[config.mk]
export PLATFORM = sky130hd
export DESIGN_NAME = imm_narrower_flat
export DESIGN_NICKNAME = d
export VERILOG_FILES = /design/src/rtl/imm_pkg.sv /design/src/rtl/imm_narrower_if.sv /design/src/rtl/imm_narrower.sv /design/src/flat_wrapper.sv
export SDC_FILE = /design/constraint.sdc
export NUM_CORES = 1
export LEC_CHECK = 0
export ABC_AREA = 1
export CORE_UTILIZATION = 33
export CTS_BUF_LIST = sky130_fd_sc_hd__clkbuf_4 sky130_fd_sc_hd__clkbuf_8
export CTS_CLUSTER_DIAMETER = 100
export CTS_CLUSTER_SIZE = 25
export DETAILED_ROUTE_END_ITERATION = 7
export DONT_BUFFER_PORTS = 1
export GPL_TIMING_DRIVEN = 0
export PLACE_DENSITY = 0.5
export REMOVE_ABC_BUFFERS = 1
export SLEW_MARGIN = 20
export SYNTH_ARGS = -nofsm -noshare
export SYNTH_HDL_FRONTEND = slang
export SYNTH_SLANG_ARGS = --single-unit
[constraint.sdc]
create_clock -name clk -period 2.57 [get_ports clk]
set_clock_uncertainty 0.2 [all_clocks]
set_input_delay 0.6425 -clock clk [delete_from_list [all_inputs] [get_ports clk]]
set_output_delay 0.6425 -clock clk [all_outputs]
set_load 0.03 [all_outputs]
[src/rtl/imm_pkg.sv]
// Shared definitions for the 32->16 immediate narrowing stage; widths match
// the 16->32 zero-extension stage it mirrors.
package imm_pkg;

  localparam int HALF_W = 16;
  localparam int WORD_W = 32;

  typedef enum logic [1:0] {
    IDLE,
    LO,
    HI
  } narrow_state_t;

endpackage

[src/rtl/imm_narrower_if.sv]
// Word-in / halfword-out handshake bundle for the immediate narrower.
// master = producer/consumer side, slave = the narrower itself.
interface imm_narrower_if #(
  parameter int WORD_W = imm_pkg::WORD_W,
  parameter int HALF_W = imm_pkg::HALF_W
);

  logic              in_valid;
  logic              in_ready;
  logic [WORD_W-1:0] in_word;
  logic              in_force2;
  logic              out_valid;
  logic              out_ready;
  logic [HALF_W-1:0] out_half;
  logic              out_short;
  logic              out_last;

  modport master (
    output in_valid, in_word, in_force2, out_ready,
    input  in_ready, out_valid, out_half, out_short, out_last
  );

  modport slave (
    input  in_valid, in_word, in_force2, out_ready,
    output in_ready, out_valid, out_half, out_short, out_last
  );

endinterface

[src/rtl/imm_narrower.sv]
// Splits 32-bit words into 16-bit beats: a word with a zero upper half goes out
// as one "short" beat, anything else as two beats, low half first.
module imm_narrower #(
  parameter int WORD_W = imm_pkg::WORD_W,
  parameter int HALF_W = imm_pkg::HALF_W
) (
  input  logic                 clk,
  input  logic                 rst_n,
  imm_narrower_if.slave        bus,
  output logic [15:0]          cnt_short,
  output logic [15:0]          cnt_long
);

  import imm_pkg::*;

  narrow_state_t     state;
  narrow_state_t     state_nxt;
  logic [WORD_W-1:0] hold;
  logic              short_q;
  logic              last_beat;
  logic              fire;
  logic              accept;

  // The ready path looks only at state and out_ready, so chained stages
  // can refill on the same edge that retires the final beat.
  assign last_beat    = ((state == LO) && short_q) || (state == HI);
  assign fire         = (state != IDLE) && bus.out_ready;
  assign bus.in_ready = (state == IDLE) || (bus.out_ready && last_beat);
  assign accept       = bus.in_valid && bus.in_ready;

  always_ff @(posedge clk or negedge rst_n) begin
    if (!rst_n) begin
      state <= IDLE;
    end else begin
      state <= state_nxt;
    end
  end

  always_comb begin
    state_nxt = state;
    case (state)
      IDLE: begin
        if (accept) state_nxt = LO;
      end
      LO: begin
        if (bus.out_ready) begin
          if (!short_q)    state_nxt = HI;
          else if (accept) state_nxt = LO;
          else             state_nxt = IDLE;
        end
      end
      HI: begin
        if (bus.out_ready) state_nxt = accept ? LO : IDLE;
      end
      default: state_nxt = IDLE;
    endcase
  end

  always_comb begin
    bus.out_valid = 1'b0;
    bus.out_half  = '0;
    bus.out_short = 1'b0;
    bus.out_last  = 1'b0;
    case (state)
      LO: begin
        bus.out_valid = 1'b1;
        bus.out_half  = hold[HALF_W-1:0];
        bus.out_short = short_q;
        bus.out_last  = short_q;
      end
      HI: begin
        bus.out_valid = 1'b1;
        bus.out_half  = hold[WORD_W-1:HALF_W];
        bus.out_last  = 1'b1;
      end
      default: ;
    endcase
  end

  // accept can only fire when the current word is retiring, so hold and
  // short_q stay put under back-pressure without an extra enable.
  always_ff @(posedge clk or negedge rst_n) begin
    if (!rst_n) begin
      hold    <= '0;
      short_q <= 1'b0;
    end else if (accept) begin
      hold    <= bus.in_word;
      short_q <= (bus.in_word[WORD_W-1:HALF_W] == '0) && !bus.in_force2;
    end
  end

  always_ff @(posedge clk or negedge rst_n) begin
    if (!rst_n) begin
      cnt_short <= '0;
    end else if (fire && (state == LO) && short_q) begin
      cnt_short <= cnt_short + 16'd1;
    end
  end

  always_ff @(posedge clk or negedge rst_n) begin
    if (!rst_n) begin
      cnt_long <= '0;
    end else if (fire && (state == HI)) begin
      cnt_long <= cnt_long + 16'd1;
    end
  end

endmodule

[src/flat_wrapper.sv]
// flat-port wrapper written by rule: the top's interface ports become plain ports
module imm_narrower_flat import imm_pkg::*;
#(
  parameter int WORD_W = imm_pkg::WORD_W,
  parameter int HALF_W = imm_pkg::HALF_W
)
  (clk, rst_n, cnt_short, cnt_long, bus_in_valid, bus_in_word, bus_in_force2, bus_out_ready, bus_in_ready, bus_out_valid, bus_out_half, bus_out_short, bus_out_last);
  imm_narrower_if #(.WORD_W(WORD_W), .HALF_W(HALF_W)) bus_i ();
  input  logic clk;
  input  logic rst_n;
  output logic [15:0] cnt_short;
  output logic [15:0] cnt_long;
  input wire logic [$bits(bus_i.in_valid)-1:0] bus_in_valid;
  input wire logic [$bits(bus_i.in_word)-1:0] bus_in_word;
  input wire logic [$bits(bus_i.in_force2)-1:0] bus_in_force2;
  input wire logic [$bits(bus_i.out_ready)-1:0] bus_out_ready;
  output wire logic [$bits(bus_i.in_ready)-1:0] bus_in_ready;
  output wire logic [$bits(bus_i.out_valid)-1:0] bus_out_valid;
  output wire logic [$bits(bus_i.out_half)-1:0] bus_out_half;
  output wire logic [$bits(bus_i.out_short)-1:0] bus_out_short;
  output wire logic [$bits(bus_i.out_last)-1:0] bus_out_last;
  assign bus_i.in_valid = bus_in_valid;
  assign bus_i.in_word = bus_in_word;
  assign bus_i.in_force2 = bus_in_force2;
  assign bus_i.out_ready = bus_out_ready;
  assign bus_in_ready = bus_i.in_ready;
  assign bus_out_valid = bus_i.out_valid;
  assign bus_out_half = bus_i.out_half;
  assign bus_out_short = bus_i.out_short;
  assign bus_out_last = bus_i.out_last;
  imm_narrower #(.WORD_W(WORD_W), .HALF_W(HALF_W)) u_core (.clk(clk), .rst_n(rst_n), .bus(bus_i), .cnt_short(cnt_short), .cnt_long(cnt_long));
endmodule
==> qor.txt, run 1 <==
EDFF count, synth = 0
IO buf count = 0
CTS tree = yes
Most frequent cell after synthesis = nand2_1
Pwr dens = 1030 nW/um2
Total wire length = 8350 um
Sw Share = 0.444
CP cell instances = inv_2 -> ha_4 -> clkinv_8 -> a21oi_4
Setup violators final = 0
Die Span X = 105 um
CP Class = register to primary output
Synthesized area per cell = 7.64 um2
Int Pwr = 0.00237 W
Dpl hpwl = 5450 um
WL/cell = 13.7 um
Slew HR = 0.679
First-pass GRT wire length = 14100 um
CTS sink cnt = 67
Ys flop type = dfrtp_1
Vias in the first global route = 2828
Logic gate share of total power = 0.417
RSZ-0062 raised after global routing = true
Iteration-0 DRC Markers = 60
Clk buf depth = 2
Layout cells sized above 1 = 0.131
Layout area overhead = 18.6%
Critical path arrival = 1.67 ns
Synth unique cells = 29
Clock Tree Root = clkbuf_8
Worst setup EP type = primary output
Setup WS pre-CTS = -0.583 ns
Max FO, Critical Path = 8
GRT Overall Usage = 0.165
Final Hold Fails = 0
H-tree lvl count = 3
Static leakage = 1.94 nW
Synth area leaders = dfrtp_1, nand2_1, inv_1
Sequential share of power = 0.372
Die Ht = 105 um
Sequential share of the synthesized area = 0.480
Largest net degree at the start of global routing = 68
Placed cell count = 582
Vias per inst = 4.63
ANT nets after route = 0
Worst VDD drop = 0.000836 V
Slowest cell delay on critical path = 0.44 ns
Worst setup margin = 0.0622 ns
Syn. warnings = 0
Site Rows = 37
Reg clk slew, reported paths = 0.07 ns
Max Freq = 399 MHz
Initial Util = 0.340
Synth area leader = dfrtp_1
Max-Cap Viols = 0
Total Nets Final = 511
Hold Path Class = input pin to register
Cell area after synthesis = 3490 um2
Die area = 11000 um2
Slowest CP cell = ha_4
Worst-Margin Slew = 0.481 ns
Ys async rst share = 1.00
Sw Pwr = 0.00189 W
R2R setup slack = 0.19 ns
Final Max Slew Viols = 0
Clock Latency Late Sink = 0.34 ns
Placer's final routability congestion estimate = 0.751
CP Data Required Time = 1.73 ns
# diodes = 0
Core Region = 10300 um2
Ports = 89
Vias = 2818
Yosys top cell area share = 0.480
Non-Filler Instances = 608
CTS Buf Count = 9
Buffers & Inverters on Critical Path = 2
Cells after synthesis = 457
Initial DRT Pass Iterations = 4
Crit share post-route = 0.976
DRC viols = 0
Global route total overflow = 0
Tmin final = 2.51 ns
Outcome = complete, no violations
Worst setup SP type = register
Synthesis-stage register bit count = 67
Initial antenna violation count = 0
Post-synth top cells = nand2_1, dfrtp_1, inv_1
Largest delay share family, worst path = adder cells
Clock power frac = 0.211
per-layer routing:
| layer | wire, um | GRT usage | vias up | part of all wire |
|---|---|---|---|---|
| li1 | - | - | 1422 | - |
| met1 | 3710 | 0.199 | 1317 | 0.44 |
| met2 | 3930 | 0.267 | 72 | 0.47 |
| met3 | 615 | 0.0661 | 7 | 0.074 |
| met4 | 97 | 0.0543 | 0 | 0.012 |
| met5 | 0 | 0 | - | 0 |
logic make-up after synthesis:
family / Yosys count / synth area share
xor gates and xnor gates: 18 / 0.0451
AOI/OAI and AO/OA: 36 / 0.0523
buffers and inverters: 58 / 0.0770
DFF: 67 / 0.480
adders and majority gates: 6 / 0.0215
and+or+nand+nor: 272 / 0.324
final cells by class:
cell class	count	area, um2
Timing Repair inverter	1	16.3
Tap cell	136	170
Clock buffer	13	166
Fill cell	1091	6130
Multi-Input combinational cell	332	1770
Timing Repair Buffer	10	97.6
Inverter	47	208
Sequential cell	67	1680
Clock inverter	2	35.0
path summary, 6_finish.rpt:
check / startpoint / endpoint / cells past startpoint
setup / recovery: u_core.state[1] / bus_out_half[12] / 4
hold / removal: bus_in_word[11] / u_core.hold[11] / 2
setup reg to reg: u_core.state[0] / u_core.state[0] / 10
hold reg to reg: u_core.hold[18] / u_core.hold[18] / 2
max in group asynchronous: rst_n / u_core.state[0] / 2
min in group asynchronous: rst_n / u_core.cnt_short[4] / 2
cell usage in the layout, fill, tap and decap left out, types with 6 or more instances in the layout:
master	count
nor2_1	36
inv_1	41
clkbuf_8	11
xor2_1	8
dfrtp_1	66
o21ai_0	6
buf_4	8
a21oi_4	16
xnor2_1	10
nand2_1	201
o21ai_1	11
nand4_1	7
nand3_1	9
worst reg2reg max path: cells and delay by family (launching register included):
kind | cells | cell delay, ns
AND/OR/NAND/NOR | 7 | 1.09
flip-flops | 1 | 0.42
buffers and inverters | 2 | 0.38
adder cells (fa/ha/maj) | 1 | 0.17
state kept, by name, summed over array words and instances, names as in the netlist:
name	cells
u_core.cnt_short	16
u_core.hold	32
u_core.short_q	1
u_core.state	2
u_core.cnt_long	16
power groups by stage:
stage	clock, W	combinational [W]	sequential, W
after floorplan	0	0.000974	0.00155
after global placement	0	0.00120	0.00159
after detailed placement	0	0.00121	0.00161
after CTS	0.000947	0.00177	0.00159
after global routing	0.000984	0.00195	0.00162
final	0.000901	0.00178	0.00159
through the flow:
step / instance area [um2] / hold slack, ns / total power (W) / utilization / TNS [ns]
2_1_floorplan: 3410 / 0.147 / 0.00252 / - / -1.36
3_3_place_gp: 3580 / 0.149 / 0.00279 / 0.348 / -21.22
3_5_place_dp: 3580 / 0.148 / 0.00282 / 0.348 / -22.77
4_1_cts: 4120 / 0.179 / 0.00431 / 0.401 / 0
5_1_grt: 4140 / 0.187 / 0.00455 / 0.403 / -0.122
6_report: 4140 / 0.210 / 0.00426 / 0.403 / 0
what timing repair did:
item	4_1_cts	5_1_grt
buffers inserted	5	3
endpoints found under the setup margin	59	41
gates resized for setup	46	1
hold buffers	2	0
pin swaps	1	3
hold endpoints to repair	67	0
cloned	1	0
No activity file was read; power rests on OpenSTA's default activity.
==> run 2, diff against run 1 <==
Settings changed: MAX_ROUTING_LAYER set to met4, SETUP_SLACK_MARGIN set to 0.1.
==> qor.txt, run 2 (same netlist as run 1, synthesis figures left out) <==
Die Span X = 105 um
Tmin final = 2.51 ns
Final Hold Fails = 0
Hold_sp = bus_in_word[11]
FF-to-FF Start = u_core.state[1]
CP Data Required Time = 1.73 ns
Layout cells sized above 1 = 0.136
Static leakage = 1.94 nW
Worst setup SP type = register
Post-layout util = 0.405
# diodes = 0
Hold depth = 2
Reg clk slew, reported paths = 0.07 ns
ANT nets after route = 0
Setup WS pre-CTS = -0.583 ns
H-tree lvl count = 3
CTS sink cnt = 67
Clock Tree Root = clkbuf_8
IO buf count = 0
Largest net degree at the start of global routing = 68
CTS tree = yes
Iteration-0 DRC Markers = 66
Global route total overflow = 0
Slowest CP cell = ha_4
Ports = 89
Worst setup margin = 0.0643 ns
First-pass GRT wire length = 14100 um
Critical path arrival = 1.66 ns
Max-Cap Viols = 0
Final Max Slew Viols = 0
CP Class = register to primary output
Slowest cell delay on critical path = 0.44 ns
Most common cell after layout, fill and taps aside = nand2_1
Worst setup EP type = primary output
Non-Filler Instances = 608
Max reg flops = 32
Site Rows = 37
Placed cell count = 582
Slew HR = 0.707
CP cell instances = inv_2 -> ha_4 -> clkinv_8 -> a21oi_4
RSZ-0062 raised after global routing = true
R2R setup slack = 0.44 ns
Max Freq = 399 MHz
Hold Path Class = input pin to register
Buffers & Inverters on Critical Path = 2
Worst Hold End = u_core.hold[11]
Setup violators final = 0
Worst-Margin Slew = 0.439 ns
Initial DRT Pass Iterations = 4
Pwr dens = 1030 nW/um2
Die Ht = 105 um
Post-layout instance area = 4160 um2
Vias = 2830
Outcome = complete, no violations
Initial Util = 0.340
Crit share post-route = 0.975
Layout area overhead = 19.2%
Dpl cell area = 3580 um2
Total Nets Final = 511
Clock Latency Late Sink = 0.34 ns
Max FO, Critical Path = 8
DRC viols = 0
WL/cell = 13.7 um
Crit Reg-Reg Endpoint = u_core.state[0]
GRT Overall Usage = 0.169
Die area = 11000 um2
Final total power = 0.00429 W
Most frequent cells in the layout = nand2_1, dfrtp_1, inv_1
Largest delay share family, worst path = adder cells
Total wire length = 8330 um
Biggest regs = u_core.hold x32, u_core.cnt_long x16, u_core.cnt_short x16
Vias per inst = 4.65
Top reg by flops = u_core.hold
Dpl hpwl = 5450 um
Clk buf depth = 2
Initial antenna violation count = 0
Worst VDD drop = 0.000852 V
Vias in the first global route = 2837
Placer's final routability congestion estimate = 0.760
Core Region = 10300 um2
Register-to-Register Path Depth = 11
CTS Buf Count = 9
==> run 2: cell count changes in the layout (fill, tap and decap cells not counted) <==
cell,previous run,this run
nand2_8,0,1
nand2_2,2,3
nand2_1,201,199
==> run 2: metrics by stage <==
step	hold WS (ns)	TNS, ns
after floorplan	0.147	-1.36
after global placement	0.149	-21.22
after detailed placement	0.148	-22.77
after CTS	0.179	0
after global routing	0.191	-0.0859
final	0.214	0
==> run 2: worst max path at each step <==
stage / start / cells past startpoint / to / slack (ns)
2_1_floorplan: u_core.state[0] / 4 / bus_out_half[0] / -0.08
3_3_place_gp: u_core.state[0] / 4 / bus_out_half[11] / -0.58
3_5_place_dp: u_core.state[1] / 4 / bus_out_half[11] / -0.58
4_1_cts: u_core.state[1] / 4 / bus_out_half[10] / 0.03
5_1_grt: u_core.state[1] / 4 / bus_out_half[15] / -0.01
6_report: u_core.state[1] / 4 / bus_out_half[12] / 0.06
==> run 2: routing by layer <==
metal	global-route usage	part of all wire
met5	-	0
met1	0.203	0.45
met2	0.266	0.47
met3	0.0568	0.065
met4	0.0573	0.013
==> run 2: final cells by class <==
type | instances | area, um2
Timing Repair inverter | 1 | 16.3
Clock buffer | 13 | 166
Fill cell | 1089 | 6110
Clock inverter | 2 | 35.0
Timing Repair Buffer | 10 | 97.6
Sequential cell | 67 | 1680
Tap cell | 136 | 170
Multi-Input combinational cell | 332 | 1790
Inverter | 47 | 208
==> run 2: timing repair <==
action	4_1_cts	5_1_grt
gates cloned	1	0
setup endpoints to repair	62	41
pin swaps	3	3
resized for setup	47	4
hold endpoints to repair	67	0
hold buffers	2	0
buffers inserted	5	3
==> run 2: power by group <==
part / internal (W) / total (W) / leakage, nW / switching (W)
Clock: 0.000517 / 0.000900 / 0.106 / 0.000383
Sequential: 0.00134 / 0.00158 / 0.855 / 0.000245
Combinational: 0.000522 / 0.00180 / 0.979 / 0.00128
Total: 0.00238 / 0.00429 / 1.94 / 0.00191
